File: src/rtl/imem_load_if.sv
// Bundle of the handshake and IMEM/core-control signals around the
// program-download sequencer. The master side feeds words in; the
// slave side (the sequencer) drives the IMEM write port and status.
interface imem_load_if #(
    parameter int ADDR_W = 10
);
    logic              start;
    logic [31:0]       word_in;
    logic              word_vld;
    logic              imem_we;
    logic [ADDR_W-1:0] imem_addr;
    logic [31:0]       imem_wdata;
    logic              cpu_rst_n;
    logic              busy;
    logic              done;
    logic              err;
    logic [ADDR_W:0]   word_cnt;

    modport master (
        output start, word_in, word_vld,
        input  imem_we, imem_addr, imem_wdata, cpu_rst_n, busy, done, err, word_cnt
    );

    modport slave (
        input  start, word_in, word_vld,
        output imem_we, imem_addr, imem_wdata, cpu_rst_n, busy, done, err, word_cnt
    );
endinterface

File: src/rtl/imem_load_ctrl.sv
// Program-download sequencer: validates a header word, streams the
// payload into consecutive IMEM word addresses, verifies a trailing
// additive checksum and releases the core from reset only on success.
module imem_load_ctrl #(
    parameter int          ADDR_W      = 10,
    parameter int          TIMEOUT_CYC = 1000000,
    parameter logic [15:0] MAGIC       = 16'hB007
) (
    input  logic        clk,
    input  logic        rst_n,
    imem_load_if.slave  bus
);

    localparam int CW = ADDR_W + 1;
    localparam int TW = $clog2(TIMEOUT_CYC + 1);
    localparam logic [16:0]   MAX_WORDS = 17'(2 ** ADDR_W);
    localparam logic [TW-1:0] TMO_LIMIT = TW'(TIMEOUT_CYC);
    localparam logic [TW-1:0] TMO_ONE   = TW'(32'd1);
    localparam logic [CW-1:0] CNT_ONE   = CW'(32'd1);

    typedef enum logic [2:0] {
        IDLE = 3'd0,
        HDR  = 3'd1,
        LOAD = 3'd2,
        CHK  = 3'd3,
        DONE = 3'd4,
        ERR  = 3'd5
    } state_t;

    // Running payload checksum: plain 32-bit sum that wraps.
    function automatic logic [31:0] csum_add(input logic [31:0] acc, input logic [31:0] w);
        return acc + w;
    endfunction

    state_t            state_r, state_s;
    logic [CW-1:0]     len_r, len_s;
    logic [31:0]       csum_r, csum_s;
    logic [TW-1:0]     tmo_r, tmo_s;
    logic [CW-1:0]     word_cnt_r, word_cnt_s;
    logic              imem_we_r, imem_we_s;
    logic [ADDR_W-1:0] imem_addr_r, imem_addr_s;
    logic [31:0]       imem_wdata_r, imem_wdata_s;
    logic              busy_r, done_r, err_r, cpu_rst_n_r;

    logic [15:0]       hdr_len_s;
    logic              hdr_bad_s;
    logic              tmo_hit_s;

    assign hdr_len_s = bus.word_in[15:0];
    assign hdr_bad_s = (bus.word_in[31:16] != MAGIC) ||
                       (hdr_len_s == 16'h0000) ||
                       ({1'b0, hdr_len_s} > MAX_WORDS);
    assign tmo_hit_s = (tmo_r == TMO_LIMIT);

    // Next-state and datapath decode; the write strobe is a one-cycle pulse by default.
    always_comb begin
        state_s      = state_r;
        len_s        = len_r;
        csum_s       = csum_r;
        tmo_s        = tmo_r;
        word_cnt_s   = word_cnt_r;
        imem_we_s    = 1'b0;
        imem_addr_s  = imem_addr_r;
        imem_wdata_s = imem_wdata_r;

        case (state_r)
            IDLE, DONE, ERR: begin
                // A word arriving together with start is dropped.
                if (bus.start) begin
                    state_s     = HDR;
                    word_cnt_s  = {CW{1'b0}};
                    imem_addr_s = {ADDR_W{1'b0}};
                    csum_s      = 32'h0000_0000;
                    tmo_s       = {TW{1'b0}};
                end else begin
                    state_s = state_r;
                end
            end
            HDR: begin
                if (bus.word_vld) begin
                    tmo_s = {TW{1'b0}};
                    if (hdr_bad_s) begin
                        state_s = ERR;
                    end else begin
                        len_s   = CW'(hdr_len_s);
                        state_s = LOAD;
                    end
                end else if (tmo_hit_s) begin
                    state_s = ERR;
                end else begin
                    tmo_s = tmo_r + TMO_ONE;
                end
            end
            LOAD: begin
                if (bus.word_vld) begin
                    tmo_s        = {TW{1'b0}};
                    imem_we_s    = 1'b1;
                    imem_addr_s  = word_cnt_r[ADDR_W-1:0];
                    imem_wdata_s = bus.word_in;
                    csum_s       = csum_add(csum_r, bus.word_in);
                    word_cnt_s   = word_cnt_r + CNT_ONE;
                    if ((word_cnt_r + CNT_ONE) == len_r) begin
                        state_s = CHK;
                    end else begin
                        state_s = LOAD;
                    end
                end else if (tmo_hit_s) begin
                    state_s = ERR;
                end else begin
                    tmo_s = tmo_r + TMO_ONE;
                end
            end
            CHK: begin
                if (bus.word_vld) begin
                    tmo_s = {TW{1'b0}};
                    if (bus.word_in == csum_r) begin
                        state_s = DONE;
                    end else begin
                        state_s = ERR;
                    end
                end else if (tmo_hit_s) begin
                    state_s = ERR;
                end else begin
                    tmo_s = tmo_r + TMO_ONE;
                end
            end
            default: begin
                state_s = IDLE;
            end
        endcase
    end

    // State and datapath registers; status flags are registered from the next state.
    always_ff @(posedge clk or negedge rst_n) begin
        if (!rst_n) begin
            state_r      <= IDLE;
            len_r        <= {CW{1'b0}};
            csum_r       <= 32'h0000_0000;
            tmo_r        <= {TW{1'b0}};
            word_cnt_r   <= {CW{1'b0}};
            imem_we_r    <= 1'b0;
            imem_addr_r  <= {ADDR_W{1'b0}};
            imem_wdata_r <= 32'h0000_0000;
            busy_r       <= 1'b0;
            done_r       <= 1'b0;
            err_r        <= 1'b0;
            cpu_rst_n_r  <= 1'b0;
        end else begin
            state_r      <= state_s;
            len_r        <= len_s;
            csum_r       <= csum_s;
            tmo_r        <= tmo_s;
            word_cnt_r   <= word_cnt_s;
            imem_we_r    <= imem_we_s;
            imem_addr_r  <= imem_addr_s;
            imem_wdata_r <= imem_wdata_s;
            busy_r       <= (state_s == HDR) || (state_s == LOAD) || (state_s == CHK);
            done_r       <= (state_s == DONE);
            err_r        <= (state_s == ERR);
            // Core only runs after a fully verified load.
            cpu_rst_n_r  <= (state_s == DONE);
        end
    end

    assign bus.imem_we    = imem_we_r;
    assign bus.imem_addr  = imem_addr_r;
    assign bus.imem_wdata = imem_wdata_r;
    assign bus.cpu_rst_n  = cpu_rst_n_r;
    assign bus.busy       = busy_r;
    assign bus.done       = done_r;
    assign bus.err        = err_r;
    assign bus.word_cnt   = word_cnt_r;

endmodule

File: src/flat_wrapper.sv
// flat-port wrapper written by rule: the top's interface ports become plain ports
module imem_load_ctrl_flat 
#(
    parameter int          ADDR_W      = 10,
    parameter int          TIMEOUT_CYC = 1000000,
    parameter logic [15:0] MAGIC       = 16'hB007
)
  (clk, rst_n, bus_start, bus_word_in, bus_word_vld, bus_imem_we, bus_imem_addr, bus_imem_wdata, bus_cpu_rst_n, bus_busy, bus_done, bus_err, bus_word_cnt);
  imem_load_if #(.ADDR_W(ADDR_W)) bus_i ();
  input  logic clk;
  input  logic rst_n;
  input wire logic [$bits(bus_i.start)-1:0] bus_start;
  input wire logic [$bits(bus_i.word_in)-1:0] bus_word_in;
  input wire logic [$bits(bus_i.word_vld)-1:0] bus_word_vld;
  output wire logic [$bits(bus_i.imem_we)-1:0] bus_imem_we;
  output wire logic [$bits(bus_i.imem_addr)-1:0] bus_imem_addr;
  output wire logic [$bits(bus_i.imem_wdata)-1:0] bus_imem_wdata;
  output wire logic [$bits(bus_i.cpu_rst_n)-1:0] bus_cpu_rst_n;
  output wire logic [$bits(bus_i.busy)-1:0] bus_busy;
  output wire logic [$bits(bus_i.done)-1:0] bus_done;
  output wire logic [$bits(bus_i.err)-1:0] bus_err;
  output wire logic [$bits(bus_i.word_cnt)-1:0] bus_word_cnt;
  assign bus_i.start = bus_start;
  assign bus_i.word_in = bus_word_in;
  assign bus_i.word_vld = bus_word_vld;
  assign bus_imem_we = bus_i.imem_we;
  assign bus_imem_addr = bus_i.imem_addr;
  assign bus_imem_wdata = bus_i.imem_wdata;
  assign bus_cpu_rst_n = bus_i.cpu_rst_n;
  assign bus_busy = bus_i.busy;
  assign bus_done = bus_i.done;
  assign bus_err = bus_i.err;
  assign bus_word_cnt = bus_i.word_cnt;
  imem_load_ctrl #(.ADDR_W(ADDR_W), .TIMEOUT_CYC(TIMEOUT_CYC), .MAGIC(MAGIC)) u_core (.clk(clk), .rst_n(rst_n), .bus(bus_i));
endmodule
File: config.mk
export PLATFORM = sky130hd
export DESIGN_NAME = imem_load_ctrl_flat
export DESIGN_NICKNAME = d
export VERILOG_FILES = /design/src/rtl/imem_load_if.sv /design/src/rtl/imem_load_ctrl.sv /design/src/flat_wrapper.sv
export SDC_FILE = /design/constraint.sdc
export NUM_CORES = 1
export LEC_CHECK = 0
export CORE_UTILIZATION = 50
export DETAILED_ROUTE_END_ITERATION = 8
export PLACE_DENSITY = 0.73
export SYNTH_ARGS = -nofsm -noshare
export SYNTH_HDL_FRONTEND = slang
export SYNTH_SLANG_ARGS = --single-unit
File: constraint.sdc
create_clock -name clk -period 3.55 [get_ports clk]
set_input_delay 1.065 -clock clk [delete_from_list [all_inputs] [get_ports clk]]
set_output_delay 1.065 -clock clk [all_outputs]
set_load 0.01 [all_outputs]
==> results by stage <==
Outcome:
- The run finished with clean final reports.

Placed design:
- In this run, placement finished with an instance count of 1119.
- The detailed placer's ending HPWL is between 10 and 15 mm.
- The minimum setup slack after placement is -0.329 ns.
- The placer's final routability congestion estimate is between 0.9 and 1.
- The count of port buffers added during placement is between 90 and 100.
- The area of placed instances is 0.00880 sq mm.

Layout:
- The synthesis-to-layout area growth is 32.8%.
- The fraction of layout instances using a drive strength above 1 is 15.4%.
- The layout has 1069 filler cells.
- Once layout is complete, the cells apart from fillers number 1152.
- The repair_antennas step left the layout with diodes totalling 0.
- The final net count is 1030.
- The total non-filler cell area in the finished layout is 0.00943 sq mm.

GRT:
- The number of antenna violations at the first check in global routing is 0.
- The total global-route track usage is 27.9%.
- The number of global-route vias before repair is 6461.
- The global-route wire length before repair is 31.9 mm.
- After global routing the overflow that remains totals 0.
- The pin count of the biggest net entering global routing is 78.

Floorplan:
- The floorplan row count is 43.
- The core box area is 0.0139 sq mm.
- The initial utilization of the core area, before any placement, comes to 51.1%.
- The die area is 0.0147 sq mm.
- In this run the vertical extent of the chip is 121 microns.
- The boundary pin count is 94.
- From left edge to right edge, the die measures ~120 microns.

Logic synthesis:
- The mapped netlist covers 0.00710 sq mm.
- The fraction of the yosys area taken by sequential cells is a little over two fifths.
- The fraction of post-synthesis cell area in the top cell type by area is between 40 and 50%.
- Counting every net in the synthesized netlist gives roughly 870.
- The share of flip-flops with an asynchronous set or reset is 100%.
- The synthesized design contains 0 enable-type register cells.
- The number of warning messages in the yosys log is 0.
- Yosys attributes the largest share of cell area to sky130_fd_sc_hd__dfrtp_1 (43%), sky130_fd_sc_hd__nand2_1 (8.7%), sky130_fd_sc_hd__ha_1 (6.0%).
- Synthesis inferred 123 register bits.
- Dividing the synthesized area by the synthesized cell count gives 8.92 sq um.
- After synthesis, the most frequently instantiated cells are sky130_fd_sc_hd__nand2_1 (165), sky130_fd_sc_hd__dfrtp_1 (123), sky130_fd_sc_hd__o21ai_0 (61), sky130_fd_sc_hd__a21oi_1 (45), sky130_fd_sc_hd__nor2_1 (41).
- In the synthesized netlist the dominant register cell turns out to be sky130_fd_sc_hd__dfrtp_1.
- Summed over all instances, the cell type with the most area after synthesis is sky130_fd_sc_hd__dfrtp_1.
- The count of unique library cells instantiated by Yosys is 68.
- The number of instances in the synthesized netlist is 796.
- sky130_fd_sc_hd__nand2_1 is the most common cell in the netlist.

Critical path:
- The endpoint identified for the worst register-to-register timing path is u_core.csum_r[30].
- The startpoint kind of the worst setup timing path is a primary input.
- The path depth of the worst reg2reg path is 10.
- The minimum setup slack among reg-to-reg paths is 0.87 ns.
- The startpoint identified for the worst register-to-register timing path is u_core.csum_r[0].
- For the worst setup path, the data required time is 3.85 ns.
- The worst setup path is captured at a flop.
- The maximum fanout along the worst path is 3.
- The signal arrival time at the worst endpoint is 3.70 ns.
- The critical path is of the in2reg type.

Clock tree:
- TritonCTS built the clock tree.
- The maximum buffer depth of the clock tree is 2.
- The H-tree was split into 4 levels.
- CTS placed an instance of sky130_fd_sc_hd__clkbuf_16 at the clock tree root.
- The clock reaches the later pin of the worst-skew pair after 0.42 ns.
- TritonCTS created 17 clock buffers.
- The clock edge transition at the registers on the reported setup and hold paths is roughly 0.06 ns.
- Hold repair after CTS inserted 0 buffers.
- The clock drives roughly 120 sinks.

STA:
- The worst-margin pin slew is 0.691 ns.
- The number of endpoints failing setup at the final stage is 0.
- The final worst-path setup slack is 0.151 ns.
- Clock skew on the completed layout was measured at 0.00623 ns.
- For the finished layout, the period the worst path requires is 3.40 ns.
- The number of hold violations in the final report was 0.
- The headroom to the max-slew limit is 53.9%.
- For this run, the top clock speed supported by timing is 294 MHz.
- The final period utilization is 95.7%.
- The total negative slack is 0 ns.
- The total count of max-transition violations in the final report is 0.

Pwr:
- Net switching is roughly a quarter of the power.
- The internal portion of the total power is 2.69 mW.
- Summed over all cells, the static leakage comes to roughly 4.4 nW.
- The clock share of power is 51.2%.
- The power dissipated by switching net loads is 858 uW.
- Dividing total power by cell area gives a power density of 377 mW/mm^2.
- The proportion of power drawn by flip-flops and latches is roughly 40%.
- The combinational fraction of design power is roughly 8.9%.
- After layout, the design draws a total of between 3 and 4 mW.
- The worst-case IR drop observed on VDD is 329 uV.

Routing:
- The number of vias in the routed layout is 6625.
- The pre-antenna-repair detailed-routing pass consisted of 5 iterations.
- For this block, the initial DRC count from the detailed router was ~480.
- In this run the remaining antenna-violating nets after routing total 0.
- The routed length per instance is about 17 microns.
- Dividing the detail-routed via count by the number of cells gives approximately 5.8.
- For this run, design rule violations remaining after detail routing come to 0.
- The detailed-route wire length is 19.5 mm.

Worst hold path:
- The class of the worst hold path is reg2reg.
- For hold timing, the worst endpoint is u_core.bus.imem_wdata[10].
- Along the worst hold path, the cell count comes to 2.
- The worst hold path begins at u_core.bus.imem_wdata[10].

Run:
- The reported max-cap violation count is 0.
final cells by class:
cell class	count	area [sq um]	area share, %
Tap cell	180	225	2.39
Timing Repair Buffer	184	1640	17.4
Inverter	20	75.1	0.796
Clock buffer	19	453	4.80
Sequential cell	123	3080	32.6
Clock inverter	13	165	1.75
Multi-Input combinational cell	613	3790	40.3
critical path: stages:
cell	delay, ns
sky130_fd_sc_hd__clkdlybuf4s50_1	0.43
sky130_fd_sc_hd__ha_1	0.25
sky130_fd_sc_hd__fa_1	0.41
sky130_fd_sc_hd__a21oi_2	0.18
sky130_fd_sc_hd__o211ai_1	0.17
sky130_fd_sc_hd__nand4_1	0.19
sky130_fd_sc_hd__a211oi_1	0.11
sky130_fd_sc_hd__o21ai_1	0.21
sky130_fd_sc_hd__a21oi_1	0.10
sky130_fd_sc_hd__or3_1	0.33
sky130_fd_sc_hd__a32o_1	0.25
per-stage QoR:
stage	util, %	hold WS [ns]
after floorplan	-	0.453
after global placement	63.4	0.459
after detailed placement	63.4	0.461
after CTS	67.8	0.477
after global routing	67.9	0.494
final	67.9	0.472
worst max path at each step:
| stage | start | end | slack [ns] | depth (start not counted) |
|---|---|---|---|---|
| after CTS | bus_word_in[0] | u_core.csum_r[30] | 0.1 | 11 |
| after floorplan | bus_word_in[0] | u_core.csum_r[30] | 0.30 | 10 |
| after global routing | bus_word_in[0] | u_core.csum_r[21] | -0.009 | 11 |
| after global placement | bus_word_in[0] | u_core.csum_r[30] | -0.25 | 11 |
| final | bus_word_in[0] | u_core.csum_r[30] | 0.15 | 11 |
| after detailed placement | bus_word_in[0] | u_core.csum_r[30] | -0.33 | 11 |
state kept, by name, summed over array words and instances, names as in the netlist:
register               cells
u_core.bus.imem_addr      10
u_core.bus.imem_we         1
u_core.bus.done            1
u_core.tmo_r              20
u_core.bus.busy            1
u_core.csum_r             32
u_core.state_r             3
u_core.bus.err             1
u_core.bus.word_cnt       11
u_core.bus.imem_wdata     32
u_core.len_r              11
cell usage in the layout, fill, tap and decap left out, types with 4 or more instances in the layout:
cell type,instances
sky130_fd_sc_hd__xor2_1,23
sky130_fd_sc_hd__a211oi_1,4
sky130_fd_sc_hd__o211ai_1,6
sky130_fd_sc_hd__a31oi_1,4
sky130_fd_sc_hd__a21oi_2,4
sky130_fd_sc_hd__o2111ai_1,4
sky130_fd_sc_hd__nor3_1,15
sky130_fd_sc_hd__clkinvlp_4,4
sky130_fd_sc_hd__and2_1,7
sky130_fd_sc_hd__a21o_1,11
sky130_fd_sc_hd__mux2_2,11
sky130_fd_sc_hd__a21oi_1,44
sky130_fd_sc_hd__o31ai_1,8
sky130_fd_sc_hd__and3_1,7
sky130_fd_sc_hd__nor2_1,40
sky130_fd_sc_hd__o21ai_1,4
sky130_fd_sc_hd__or3_1,12
sky130_fd_sc_hd__ha_1,34
sky130_fd_sc_hd__nor4b_1,4
sky130_fd_sc_hd__o21a_1,4
sky130_fd_sc_hd__and4_1,4
sky130_fd_sc_hd__clkdlybuf4s50_1,92
sky130_fd_sc_hd__o21ai_0,60
sky130_fd_sc_hd__clkbuf_16,17
sky130_fd_sc_hd__nand2_1,164
sky130_fd_sc_hd__nor4_1,12
sky130_fd_sc_hd__nand4_1,12
sky130_fd_sc_hd__dfrtp_1,123
sky130_fd_sc_hd__inv_1,19
sky130_fd_sc_hd__a22o_1,12
sky130_fd_sc_hd__xnor2_1,29
sky130_fd_sc_hd__buf_4,90
sky130_fd_sc_hd__nand3_1,21
sky130_fd_sc_hd__nor2b_1,5
kinds of logic (layout without fill, tap and decap cells):
family / Yosys count / count (layout) / synth area share (%)
AOI/OAI and AO/OA: 194 / 194 / 17.7
xor gates and xnor gates: 52 / 52 / 6.42
adders and majority gates: 35 / 35 / 6.28
buffers and inverters: 60 / 236 / 3.37
DFF: 123 / 123 / 43.4
muxes: 13 / 13 / 2.03
and+or+nand+nor: 319 / 319 / 20.9
routing by layer:
| layer | wire, microns | GRT usage, % | share of wire, % | vias up |
|---|---|---|---|---|
| met1 | 8590 | 36.2 | 44 | 3204 |
| met5 | 0 | 0 | 0 | - |
| li1 | - | - | - | 3153 |
| met3 | 1100 | 5.73 | 5.6 | 40 |
| met2 | 9310 | 45.5 | 48 | 228 |
| met4 | 472 | 10.8 | 2.4 | 0 |
timing repair:
item,in CTS,in global routing
resized for setup,0,2
setup endpoints to repair,0,1
endpoints found under the hold margin,0,0
setup buffers,0,1
power by group through the flow:
stage          combinational (mW)  sequential, mW  clock (mW)
4_1_cts                     0.314            1.42        1.84
6_report                    0.315            1.42        1.82
3_3_place_gp                0.303            1.44           0
2_1_floorplan               0.121            1.44           0
3_5_place_dp                0.310            1.44           0
5_1_grt                     0.344            1.42        1.90
Note: power is estimated with default switching activity, not from simulation.
